==> src/rtl/switch_debounce4.sv <==
// switch_debounce4: four-channel switch input stage.
// Each raw switch is brought into the clk domain with a 2-FF synchroniser.
// It is then debounced by a small STABLE/PEND state machine with its own counter.
// The debounced values are driven out as registered A, B, C, D.
// The lanes are fully independent of each other.
//
// Optional feature, selected by the macro DBNC_CHG_STROBE_EN:
//   when the macro is defined, a one-cycle 'chg' strobe accompanies any output update.
//   when it is not defined, the chg port and its logic do not exist.

module switch_debounce4 #(
    parameter int CNT_W      = 16,
    parameter int STABLE_CNT = 50000
) (
    input  logic       clk,
    input  logic       rst,
    input  logic [3:0] sw_raw,
    output logic       A,
    output logic       B,
    output logic       C,
    output logic       D
`ifdef DBNC_CHG_STROBE_EN
    ,
    output logic       chg
`endif
);

    localparam int NUM_LANES = 4;

    // Value of the counter on the last mismatching cycle before the output is allowed to follow.
    localparam logic [CNT_W-1:0] CNT_MAX = CNT_W'(STABLE_CNT - 1);

    typedef enum logic {
        ST_STABLE = 1'b0,
        ST_PEND   = 1'b1
    } state_e;

    // Reject configurations whose counter could not reach STABLE_CNT-1 without wrapping.
    if ((STABLE_CNT < 1) || (STABLE_CNT >= (2 ** CNT_W))) begin : g_bad_cfg
        $error("switch_debounce4: STABLE_CNT=%0d outside 1..2**CNT_W-1 (CNT_W=%0d)",
               STABLE_CNT, CNT_W);
    end

    logic [NUM_LANES-1:0] out_vec;
`ifdef DBNC_CHG_STROBE_EN
    logic [NUM_LANES-1:0] upd_vec;
`endif

    for (genvar i = 0; i < NUM_LANES; i++) begin : g_lane
        logic             s1_q;
        logic             s2_q;
        state_e           state_q;
        state_e           state_d;
        logic [CNT_W-1:0] cnt_q;
        logic [CNT_W-1:0] cnt_d;
        logic             out_q;
        logic             out_d;

        // Two-flop synchroniser; only s2_q is seen by the debounce logic.
        always_ff @(posedge clk) begin
            if (rst) begin
                s1_q <= 1'b0;
                s2_q <= 1'b0;
            end else begin
                s1_q <= sw_raw[i];
                s2_q <= s1_q;
            end
        end

        // Debounce next-state: the output follows s2 only after STABLE_CNT mismatching cycles in a row.
        always_comb begin
            state_d = state_q;
            cnt_d   = cnt_q;
            out_d   = out_q;
            case (state_q)
                ST_STABLE: begin
                    cnt_d = '0;
                    if (s2_q != out_q) begin
                        if (STABLE_CNT == 1) begin
                            // A single cycle of mismatch is already enough.
                            out_d = s2_q;
                        end else begin
                            state_d = ST_PEND;
                            cnt_d   = CNT_W'(1);
                        end
                    end
                end
                ST_PEND: begin
                    if (s2_q == out_q) begin
                        // The input went back before the stability count was reached; drop the glitch.
                        state_d = ST_STABLE;
                        cnt_d   = '0;
                    end else if (cnt_q == CNT_MAX) begin
                        out_d   = s2_q;
                        cnt_d   = '0;
                        state_d = ST_STABLE;
                    end else begin
                        cnt_d = cnt_q + CNT_W'(1);
                    end
                end
                default: begin
                    state_d = ST_STABLE;
                    cnt_d   = '0;
                end
            endcase
        end

        // Debounce state registers; reset wins over any partial count.
        always_ff @(posedge clk) begin
            if (rst) begin
                state_q <= ST_STABLE;
                cnt_q   <= '0;
                out_q   <= 1'b0;
            end else begin
                state_q <= state_d;
                cnt_q   <= cnt_d;
                out_q   <= out_d;
            end
        end

        assign out_vec[i] = out_q;
`ifdef DBNC_CHG_STROBE_EN
        assign upd_vec[i] = out_d ^ out_q;
`endif
    end

    assign A = out_vec[3];
    assign B = out_vec[2];
    assign C = out_vec[1];
    assign D = out_vec[0];

`ifdef DBNC_CHG_STROBE_EN
    logic chg_q;
    logic chg_d;

    // One strobe per edge on which any lane updates, however many lanes update together.
    always_comb begin
        chg_d = |upd_vec;
    end

    // The strobe register is loaded on the same edge as the outputs, so it is high for the first cycle of the new value.
    always_ff @(posedge clk) begin
        if (rst) begin
            chg_q <= 1'b0;
        end else begin
            chg_q <= chg_d;
        end
    end

    assign chg = chg_q;
`endif

endmodule

==> config.mk <==
export PLATFORM = sky130hd
export DESIGN_NAME = switch_debounce4
export DESIGN_NICKNAME = d
export VERILOG_FILES = /design/src/rtl/switch_debounce4.sv
export SDC_FILE = /design/constraint.sdc
export NUM_CORES = 1
export LEC_CHECK = 0
export ABC_AREA = 1
export BUFFER_PORTS_ARGS = -buffer_cell sky130_fd_sc_hd__buf_2
export CAP_MARGIN = 20
export CORE_UTILIZATION = 30
export CTS_CLUSTER_DIAMETER = 50
export DETAILED_ROUTE_END_ITERATION = 8
export GPL_ROUTABILITY_DRIVEN = 0
export PLACE_DENSITY = 0.53
export SYNTH_ARGS = -nofsm -noshare
export SYNTH_HDL_FRONTEND = slang
export SYNTH_SLANG_ARGS = --single-unit
==> constraint.sdc <==
create_clock -name clk -period 1.5 [get_ports clk]
set_input_delay 0.15 -clock clk [delete_from_list [all_inputs] [get_ports clk]]
set_output_delay 0.15 -clock clk [all_outputs]
set_load 0.05 [all_outputs]
==> run_results.csv <==
group,metric,value,unit
die,fp.dieH,115,um
synth,ys_seq_area_frac,0.422,
synth,synth.avg_cell_area,6.83,um2
die,fp.dieW,115,um
run,maxCapViolCount,0,
route,drtIter0Drc,104,
global_route,grt_pass1_vias,3127,
layout,nFillCells,1295,
clock_network,htree_levels,3,
sta,setup_viol_count_final,0,
synth,synth_mux_area_frac,0,
power,p_int,3.99,mW
route,wl_per_cell,10.6,um
sta,drv_slew,0,
synth,syn-cell-area,0.00380,mm2
power,p_per_area,1070,mW/mm2
power,irDropWorstVdd,0.000572,V
power,leakage,1.55,nW
critical_path,crit_family,"simple AND/OR/NAND/NOR gates",
global_route,gr-total-overflow,0,
layout,final_common_cell,"nand2_1",
critical_path,path_buf_inv,1,
layout,syn_to_final_growth,21.2,%
synth,synth_seq_cells,80,
layout,drive_gt1_frac,0.116,
route,viasPerCell,4.46,
route,drt-pass1-iter-count,4,
synth,synth_cells,556,
sta,finalCritPeriodShare,0.915,
power,total_power,4.91,mW
sta,tightestPinTransition,0.376,ns
global_route,antenna_found_initial,0,
layout,antennaDiodeCount,0,
die,rows,40,
route,route.detailed.drc,0,
global_route,grt_max_degree,16,
clock_network,cts.sinks,80,
sta,period_minus_slack,1.37,ns
die,io_pins,10,
synth,synthSimpleGateAreaFrac,0.379,
die,initial_core_util,0.312,
power,p_clk_frac,0.552,
critical_path,cpPeakStageDelay,0.33,ns
synth,yosys_warnings,0,
global_route,grt_pass1_wl,13.8,mm
critical_path,path_max_fanout,4,
sta,setup_tns,0,ns
synth,synth_top_family_by_area,"simple AND/OR/NAND/NOR gates",
sta,hold_viol,0,
sta,maxSlewHeadroom,0.748,
synth,synth_edf_count,0,
global_route,grt_usage,0.132,
power,switchingPower,913,uW
critical_path,crit_chain,"buf_4 -> nand3_1 -> nor2_1 -> and2_1 -> nand2_1 -> nand3_1 -> nor2_1",
sta,fin_skew,0.00725,ns
critical_path,required,1.73,ns
layout,layout.nets,601,
sta,fmax,0.728,GHz
critical_path,path_class,"reg -> reg",
sta,hold_ws,0.0185,ns
synth,synth_compound_gate_area_share,0.0659,
power,netSwitchingFraction,0.186,
place,io_buffers,9,
synth,synthFlopType,"dfxtp_1",
power,seqPwrFrac,0.438,
clock_network,clk_latency,0.34,ns
clock_network,cts_tree,"done",
power,combPwrFrac,0.010,
route,vias,3410,
synth,ys_async_sr_fraction,0,
clock_network,cts_made_buffers,9,
hold_path,min_path_type,"in -> reg",
synth,synthXorXnorAreaFrac,0.0254,
layout,final_core_util,0.378,
synth,synth_nets,566,
clock_network,clk_pin_slew_worst_paths,0.06,ns
place,dp.final_hpwl,5.81,mm
critical_path,crit_slowest_cell,"dfxtp_1",
route,routed_wl,8.13,mm
clock_network,clk_path_buf_depth,2,
run_status,status,"finished clean",
die,die-area,0.0131,mm2
layout,mostFrequentLayoutCells,"nand2_1, nor2_1, inv_1",
clock_network,root_buffer,"clkbuf_16",
synth,synth_cell_type_count,30,
critical_path,crit_path_end_kind,"flip-flop",
sta,rsz0062_at_grt,"no",
critical_path,arrival,1.60,ns
critical_path,start_kind,"flip-flop",
route,ant_nets,0,
die,core,0.0122,mm2
synth,synthAdderAreaFrac,0.0132,
tightest hold or removal path, stage by stage:
cell and delay [ns]:
buf_2 0.07, inv_1 0.03, nor2_1 0.06
cell usage after synthesis, types with 3 or more instances:
cell type  count  area [um2]
nor2_1        93         349
nand2_1      117         439
nand2_2        4        25.0
ha_1           4        50.1
o21ai_0        6        30.0
inv_1         82         308
xor2_1         7        61.3
nand3b_1       4        30.0
inv_2          3        11.3
nand3_1       46         230
dfxtp_1       80        1600
nor2_4         3        33.8
a21oi_1       40         200
nand4_1       23         144
nor3_1        23         115
xnor2_1        4        35.0
cells by family after synthesis:
logic type | count (synthesis)
and+or+nand+nor | 322
buffers and inverters | 90
DFF | 80
xor gates and xnor gates | 11
adders and majority gates | 4
AOI/OAI and AO/OA | 49
registers in the layout, summed over array words and instances (netlist names):
register / flops
g_lane.s2_q: 4
B: 1
g_lane.state_q: 4
C: 1
g_lane.cnt_q: 64
A: 1
D: 1
g_lane.s1_q: 4
layer usage:
layer  wire length [um]  global-route usage  vias up
met5                  0                   0        -
met4                 68              0.0675        0
met3                198              0.0206        5
met2               3690               0.215       28
met1               4170               0.168     1521
li1                   -                   -     1856
power groups by stage:
stage	logic (mW)	registers, mW	clock network [mW]
after floorplan	0.0304	2.19	0
after global placement	0.0456	2.20	0
after detailed placement	0.0468	2.20	0
after CTS	0.0469	2.15	2.77
after global routing	0.0567	2.15	2.86
final	0.0473	2.15	2.71
final timing paths:
path                   endpoint  slack [ns]                from  cells after the start
max          g_lane[0].cnt_q[9]        0.13  g_lane[0].cnt_q[0]                      7
min              g_lane[1].s1_q        0.02           sw_raw[1]                      3
max reg2reg  g_lane[0].cnt_q[9]        0.13  g_lane[0].cnt_q[0]                      7
min reg2reg      g_lane[1].s2_q        0.40      g_lane[1].s1_q                      2
through the flow:
| stage | std cells | cell area, um2 | worst slack (ns) |
|---|---|---|---|
| floorplan | 556 | 3800 | 0.0619 |
| global placement | 746 | 4170 | 0.0787 |
| detailed placement | 746 | 4170 | 0.0427 |
| CTS | 762 | 4540 | 0.0220 |
| global route | 764 | 4600 | 0.00133 |
| finish | 764 | 4600 | 0.127 |
layout make-up:
type | instances | area (um2) | area share
Inverter | 85 | 319 | 0.0693
Multi-Input combinational cell | 387 | 1890 | 0.410
Timing Repair Buffer | 28 | 213 | 0.0462
Tap cell | 168 | 210 | 0.0457
Clock inverter | 6 | 130 | 0.0283
Sequential cell | 80 | 1600 | 0.348
Clock buffer | 10 | 239 | 0.0519
timing repair:
item,CTS,global route
resized for setup,0,12
setup buffers,0,1
endpoints found under the setup margin,0,52
hold buffers,0,0
Note: power is estimated with default switching activity, not from simulation.
